==> src/rtl/dcache_array_pkg.sv <==
// Shared types and helpers for the dcache banked register array.
// lane_merge is used by both the bank write path and the forwarding mux.
package dcache_array_pkg;

    typedef enum logic {
        CLEAR = 1'b0,
        READY = 1'b1
    } state_e;

    // Upper bound on entry width handled by lane_merge; callers size-cast in and out.
    localparam int MAX_WIDTH = 1024;

    function automatic logic [MAX_WIDTH-1:0] lane_merge(
        input logic [MAX_WIDTH-1:0] old_val,
        input logic [MAX_WIDTH-1:0] new_val,
        input logic [MAX_WIDTH-1:0] mask,
        input int                   gran
    );
        logic [MAX_WIDTH-1:0] merged;
        for (int i = 0; i < MAX_WIDTH; i++) begin
            merged[i] = mask[i/gran] ? new_val[i] : old_val[i];
        end
        return merged;
    endfunction

endpackage

==> src/rtl/dcache_way_bank.sv <==
// One way of the dcache array: NUM_SETS entries with lane-masked writes
// and a write-to-read forwarding mux on the read side.
module dcache_way_bank
    import dcache_array_pkg::*;
#(
    parameter int S_INDEX = 3,
    parameter int WIDTH   = 32,
    parameter int GRAN    = 8,
    localparam int LANES    = WIDTH / GRAN,
    localparam int NUM_SETS = 2 ** S_INDEX
) (
    input  logic               clk,
    input  logic               we,
    input  logic [S_INDEX-1:0] windex,
    input  logic [LANES-1:0]   wmask,
    input  logic [WIDTH-1:0]   datain,
    input  logic [S_INDEX-1:0] rindex,
    output logic [WIDTH-1:0]   fwd
);

    logic [WIDTH-1:0] mem_q [NUM_SETS];
    logic [WIDTH-1:0] mem_d [NUM_SETS];
    logic [WIDTH-1:0] merged;

    assign merged = WIDTH'(lane_merge(MAX_WIDTH'(mem_q[windex]), MAX_WIDTH'(datain),
                                      MAX_WIDTH'(wmask), GRAN));

    always_comb begin
        mem_d = mem_q;
        if (we) begin
            mem_d[windex] = merged;
        end
    end

    // NOTE: storage has no reset; the top's clear sweep initialises every entry over NUM_SETS cycles.
    always_ff @(posedge clk) begin
        mem_q <= mem_d;
    end

    // On a same-set write, merged already holds stored lanes for the unmasked bits.
    assign fwd = (we && (rindex == windex)) ? merged : mem_q[rindex];

endmodule

==> src/rtl/dcache_banked_array.sv <==
// Multi-way dcache register array: WAYS banks, post-reset clear sweep,
// optional registered read port with hold, and write-to-read forwarding.
module dcache_banked_array
    import dcache_array_pkg::*;
#(
    parameter int               S_INDEX   = 3,
    parameter int               WIDTH     = 32,
    parameter int               WAYS      = 2,
    parameter int               GRAN      = 8,
    parameter int               REG_READ  = 1,
    parameter logic [WIDTH-1:0] CLEAR_VAL = '0,
    localparam int LANES    = WIDTH / GRAN,
    localparam int NUM_SETS = 2 ** S_INDEX
) (
    input  logic                  clk,
    input  logic                  rst,
    output logic                  busy,
    input  logic                  read,
    input  logic [S_INDEX-1:0]    rindex,
    output logic [WAYS*WIDTH-1:0] dataout,
    input  logic [WAYS-1:0]       load,
    input  logic [S_INDEX-1:0]    windex,
    input  logic [LANES-1:0]      wmask,
    input  logic [WIDTH-1:0]      datain
);

    state_e             state_q, state_d;
    logic [S_INDEX-1:0] cnt_q, cnt_d;

    always_comb begin
        state_d = state_q;
        cnt_d   = cnt_q;
        if (rst) begin
            state_d = CLEAR;
            cnt_d   = '0;
        end else if (state_q == CLEAR) begin
            cnt_d = cnt_q + S_INDEX'(1);
            if (cnt_q == S_INDEX'(NUM_SETS - 1)) begin
                state_d = READY;
            end
        end
    end

    // NOTE: reset is synchronous, so it is folded into the next-state logic rather than the sensitivity list.
    always_ff @(posedge clk) begin
        state_q <= state_d;
        cnt_q   <= cnt_d;
    end

    logic clearing;
    logic active;

    assign busy     = rst || (state_q == CLEAR);
    assign clearing = !rst && (state_q == CLEAR);
    assign active   = !busy;

    // The sweep borrows each bank's write port with a full mask.
    logic [S_INDEX-1:0]    bank_windex;
    logic [LANES-1:0]      bank_wmask;
    logic [WIDTH-1:0]      bank_datain;
    logic [WAYS*WIDTH-1:0] fwd_all;

    assign bank_windex = clearing ? cnt_q : windex;
    assign bank_wmask  = clearing ? '1 : wmask;
    assign bank_datain = clearing ? CLEAR_VAL : datain;

    for (genvar w = 0; w < WAYS; w++) begin : g_way
        logic bank_we;
        assign bank_we = clearing || (active && load[w]);

        dcache_way_bank #(
            .S_INDEX(S_INDEX),
            .WIDTH  (WIDTH),
            .GRAN   (GRAN)
        ) u_bank (
            .clk   (clk),
            .we    (bank_we),
            .windex(bank_windex),
            .wmask (bank_wmask),
            .datain(bank_datain),
            .rindex(rindex),
            .fwd   (fwd_all[w*WIDTH +: WIDTH])
        );
    end

    if (REG_READ != 0) begin : g_reg_read
        logic [WAYS*WIDTH-1:0] dout_q, dout_d;

        // Without a read strobe the register holds, even if its set is rewritten.
        always_comb begin
            dout_d = dout_q;
            if (rst) begin
                dout_d = '0;
            end else if (active && read) begin
                dout_d = fwd_all;
            end
        end

        always_ff @(posedge clk) begin
            dout_q <= dout_d;
        end

        assign dataout = busy ? '0 : dout_q;
    end else begin : g_comb_read
        logic unused_read;
        assign unused_read = read;
        assign dataout     = busy ? '0 : fwd_all;
    end

endmodule

==> config.mk <==
export PLATFORM = sky130hd
export DESIGN_NAME = dcache_banked_array
export DESIGN_NICKNAME = d
export VERILOG_FILES = /design/src/rtl/dcache_array_pkg.sv /design/src/rtl/dcache_way_bank.sv /design/src/rtl/dcache_banked_array.sv
export SDC_FILE = /design/constraint.sdc
export NUM_CORES = 1
export LEC_CHECK = 0
export CAP_MARGIN = 10
export CORE_ASPECT_RATIO = 0.8
export CORE_UTILIZATION = 23
export DETAILED_ROUTE_END_ITERATION = 10
export HOLD_SLACK_MARGIN = 0.03
export PLACE_DENSITY = 0.44
export SYNTH_ARGS = -nofsm -noshare
export SYNTH_HDL_FRONTEND = slang
export SYNTH_HIERARCHICAL = 1
export SYNTH_SLANG_ARGS = --single-unit
==> constraint.sdc <==
create_clock -name clk -period 5.52 [get_ports clk]
set_clock_uncertainty 0.2 [all_clocks]
set_input_delay 0.828 -clock clk [delete_from_list [all_inputs] [get_ports clk]]
set_output_delay 0.828 -clock clk [all_outputs]
set_load 0.05 [all_outputs]
==> metrics.md, run 1 <==
| Metric | Value |
|---|---|
| Result of the run | `complete, no violations` |
| DRC | `0` |
| Final net count | `between 2k and 2.5k` |
| Proportion of register bits with asynchronous set or reset after synthesis | `0` |
| Number of placed instances with taps included | `around 3.7k` |
| Via density per instance | `approximately 5.1` |
| Critical R2R Capture | `g_way[0].u_bank/mem_q[22]$_DFFE_PP_` |
| Post-route antenna net violation count | `0` |
| Antenna diode count | `0` |
| Reg2reg start | `state_q$_SDFF_PP0_` |
| Worst hold path depth | `2` |
| Kind of capture point of the worst setup path | `output port` |
| Number of fill cells in the layout | `12.8k` |
| Clk slew on worst S/H paths | `0.06 ns` |
| Number of buffers created by CTS | `59` |
| Transition time at the pin with the least slew margin | `1.17 ns` |
| Post-Layout Cell Count | `3794` |
| H-tree levels | `2` |
| Peak clock frequency supported by timing | `0.206 GHz` |
| Via count | `19.3k` |
| Number of instances in the synthesized netlist | `around 2.0k` |
| Core box area | `125000 sq um` |
| Power dissipated by switching net loads | `around 2.8 mW` |
| Layout cells sized above 1 | `0.204` |
| Final count of hold timing violations | `0` |
| Unrepaired setup endpoints after global routing | `no` |
| Resized cells post-CTS | `0` |
| Number of cells traversed by the worst register-to-register path | `6` |
| Clock Sinks | `slightly below 600` |
| Top-level I/O count | `112` |
| Hold wc startpoint | `cnt_q[1]$_SDFFE_PP0N_` |
| TritonCTS clock tree | `done` |
| Pin count of the biggest net entering global routing | `135` |
| Hold Path End | `cnt_q[1]$_SDFFE_PP0N_` |
| Max-slew violation total from the final report | `0` |
| Switching part of the total | `0.264` |
| Sequential fraction of design power | `0.479` |
| Synthesis Warnings | `6` |
| Post-Synthesis Cell Area | `29200 sq um` |
| Count of flip-flops with a built-in enable after synthesis | `512` |
| CP Max Fanout | `56` |
| Area delta synth->final | `16.7%` |
| Die footprint | `~130000 sq um` |
| Relative slew slack | `0.217` |
| Final weighted congestion of routability-driven global placement | `between 0.7 and 0.8` |
| Setup total negative slack | `0 ns` |
| Place WS | `between 1 and 1.5 ns` |
| Tightest hold margin | `0.333 ns` |
| Count of buffers added by post-CTS timing repair for setup | `0` |
| Slack of the critical path | `0.673 ns` |
| Detailed Route WL | `98500 microns` |
| Logic gate share of total power | `0.143` |
| Placed wire-length estimate | `roughly 60000 microns` |
| First-pass GRT wire length | `approximately 140000 microns` |
| Count of routing violations after the opening detailed-route iteration | `1832` |
| Category of the most critical setup path | `flop to output port` |
| Int Pwr | `between 7 and 8 mW` |
| Final period util | `0.878` |
| Latest clock arrival within the worst-skew pair | `about 0.63 ns` |
| Worst Hold Class | `flop to flop` |
| Worst vdd ir | `about 0.22 mV` |
| Mapped Nets | `between 2k and 2.5k` |
| Overall die height | `around 320 microns` |
| Number of distinct standard cells referenced by the synthesized netlist | `47` |
| Clock share of power | `0.378` |
| Starting Density | `0.233` |
| Power density normalized to cell area | `~310 nW/um^2` |
| Shortest clock period the worst path allows after layout | `between 4 and 5 ns` |
| Fraction of the yosys area taken by sequential cells | `0.574` |
| Post-detailed-route wirelength per cell | `between 20 and 30 microns` |
| CP startpoint kind | `flop` |
| Final Power | `~11 mW` |
| Register-to-register setup slack | `about 1.3 ns` |
| Overall overflow remaining after global route | `0` |
| Final setup violation count | `0` |
| Max Root-Sink Buffers | `3` |
| Number of hold buffers added after cts | `0` |
| Number of antenna violations at the first check in global routing | `4` |
| Post-Syn Area per Cell | `14.3 sq um` |
| Total number of placement rows | `116` |
| Number of global-route vias before repair | `19.5k` |
| Max_cap viols | `0` |
| GRT Overall Usage | `0.150` |
| Flip-flop cell with the highest count after synthesis | `sky130_fd_sc_hd__edfxtp_1` |
| Data required time of the critical path | `between 4 and 5 ns` |
| Port buffer count | `about 110` |
| Flip-flop and latch count after synthesis | `580` |
| Static power due to leakage | `10.8 nW` |
| Count of TritonRoute iterations in the first routing pass | `5` |
| Horiz. Die Dim | `roughly 400 microns` |
| Clock root cell | `sky130_fd_sc_hd__clkbuf_16` |
| Arrival time at the worst endpoint | `~3.8 ns` |
worst max path at each step:
stage | from | end | slack, ns | cells after the start
after global placement | rst | g_way[0].u_bank/mem_q[150]$_DFFE_PP_ | 0.99 | 7
after floorplan | rst | g_way[0].u_bank/mem_q[100]$_DFFE_PP_ | 0.29 | 10
after CTS | state_q$_SDFF_PP0_ | dataout[47] | 0.63 | 4
after detailed placement | rst | g_way[0].u_bank/mem_q[214]$_DFFE_PP_ | 1.03 | 7
final | state_q$_SDFF_PP0_ | dataout[47] | 0.67 | 4
after global routing | state_q$_SDFF_PP0_ | dataout[47] | 0.50 | 4
layout by cell type (no fill, tap or decap), types with 7 or more instances in the layout:
cell                                n
sky130_fd_sc_hd__nor2_4            13
sky130_fd_sc_hd__mux2_1            32
sky130_fd_sc_hd__a22oi_1           10
sky130_fd_sc_hd__nor2b_1           46
sky130_fd_sc_hd__nand3b_1          26
sky130_fd_sc_hd__o211ai_1          26
sky130_fd_sc_hd__a31oi_1           28
sky130_fd_sc_hd__a21oi_1          120
sky130_fd_sc_hd__nand2b_1          26
sky130_fd_sc_hd__a22o_1            44
sky130_fd_sc_hd__and2_1            66
sky130_fd_sc_hd__a221oi_2          34
sky130_fd_sc_hd__o21ai_0           76
sky130_fd_sc_hd__nand2_1           26
sky130_fd_sc_hd__a21bo_2           64
sky130_fd_sc_hd__buf_12            15
sky130_fd_sc_hd__mux2i_1          150
sky130_fd_sc_hd__clkinv_1          15
sky130_fd_sc_hd__nor2_1            11
sky130_fd_sc_hd__nand3_1           64
sky130_fd_sc_hd__a221o_1           44
sky130_fd_sc_hd__o221ai_1           8
sky130_fd_sc_hd__inv_1             61
sky130_fd_sc_hd__a221oi_1          26
sky130_fd_sc_hd__buf_4             61
sky130_fd_sc_hd__o221a_2            8
sky130_fd_sc_hd__clkbuf_16         61
sky130_fd_sc_hd__clkdlybuf4s50_1  106
sky130_fd_sc_hd__clkbuf_8           7
sky130_fd_sc_hd__clkbuf_1          16
sky130_fd_sc_hd__a211oi_1           8
sky130_fd_sc_hd__o22ai_1           60
sky130_fd_sc_hd__edfxtp_1         512
sky130_fd_sc_hd__dfxtp_1           67
sky130_fd_sc_hd__mux4_2           130
sky130_fd_sc_hd__mux2_2            16
layout make-up:
type                       count  area (sq um)  area share
inverter                      61           229     0.00673
clock buffer                  83          1670      0.0490
multi-input combinational   1205         11300       0.331
sequential                   580         16700       0.492
clock inverter                28           208     0.00610
timing repair buffer         185          1850      0.0543
tap                         1652          2070      0.0607
state kept, by name, indices dropped and copies added, names as in the netlist:
register / cells
cnt_q: 3
g_reg_read.dout_q: 64
g_way.u_bank/mem_q: 512
state_q: 1
power by group through the flow:
stage / logic (mW) / registers, mW / clock network, mW
final: 1.51 / 5.07 / 4.00
after global routing: 1.61 / 5.08 / 4.27
after CTS: 1.51 / 5.07 / 4.11
after detailed placement: 1.51 / 5.16 / 0
after global placement: 1.50 / 5.16 / 0
after floorplan: 1.01 / 5.14 / 0
logic make-up (layout without fill, tap and decap cells):
group                    count (synthesis)  after routing  share of synthesized area
buffers and inverters                  253            357                     0.0452
multiplexers                           331            331                      0.171
flip-flops                             580            580                      0.574
AO/OA/AOI/OAI                          570            570                      0.149
XOR/XNOR                                 7              7                    0.00210
AND/OR/NAND/NOR                        295            295                     0.0578
adder cells (fa/ha/maj)                  2              2                   0.000857
metrics by stage:
| step | cell area (sq um) | utilization |
|---|---|---|
| floorplan | 29200 | - |
| global placement | 32200 | 0.256 |
| detailed placement | 32200 | 0.256 |
| CTS | 34000 | 0.271 |
| global route | 34000 | 0.271 |
| finish | 34000 | 0.271 |
worst max-delay path, stage by stage (launching register included):
cell,delay [ns]
sky130_fd_sc_hd__dfxtp_4,0.80
sky130_fd_sc_hd__nor2b_4,0.65
sky130_fd_sc_hd__buf_4,0.49
sky130_fd_sc_hd__and2_1,0.33
sky130_fd_sc_hd__clkdlybuf4s50_1,0.87
per-layer routing:
metal | wire (microns) | part of all wire | GRT usage | up-vias
met4 | 1780 | 0.018 | 0.0333 | 2
met5 | 11 | 0.00011 | 0 | -
met2 | 40100 | 0.41 | 0.208 | 827
met3 | 7580 | 0.077 | 0.0305 | 143
met1 | 48900 | 0.50 | 0.234 | 10063
li1 | - | - | - | 8294
synth_stat cells (46+ instances only):
library cell	n	area, sq um
sky130_fd_sc_hd__edfxtp_1	512	15400
sky130_fd_sc_hd__mux2i_1	150	1500
sky130_fd_sc_hd__mux4_2	130	2930
sky130_fd_sc_hd__a21oi_1	120	601
sky130_fd_sc_hd__o21ai_0	76	380
sky130_fd_sc_hd__buf_2	69	345
sky130_fd_sc_hd__dfxtp_1	68	1360
sky130_fd_sc_hd__and2_1	66	413
sky130_fd_sc_hd__a21bo_2	64	641
sky130_fd_sc_hd__nand3_1	64	320
sky130_fd_sc_hd__inv_1	61	229
sky130_fd_sc_hd__clkbuf_1	60	225
sky130_fd_sc_hd__o22ai_1	60	375
sky130_fd_sc_hd__nor2b_1	46	288
(Power assumes the default switching activity.)
==> inputs of run 2 (changes only) <==
--- a/config.mk
+++ b/config.mk
@@ -8,6 +8,7 @@
 export CAP_MARGIN = 10
 export CORE_ASPECT_RATIO = 0.8
 export CORE_UTILIZATION = 23
+export CTS_CLUSTER_SIZE = 40
 export DETAILED_ROUTE_END_ITERATION = 10
 export HOLD_SLACK_MARGIN = 0.03
 export PLACE_DENSITY = 0.44
==> results of run 2 <==
Same layout as run 1: the final DEF is identical, and so are final timing and power.
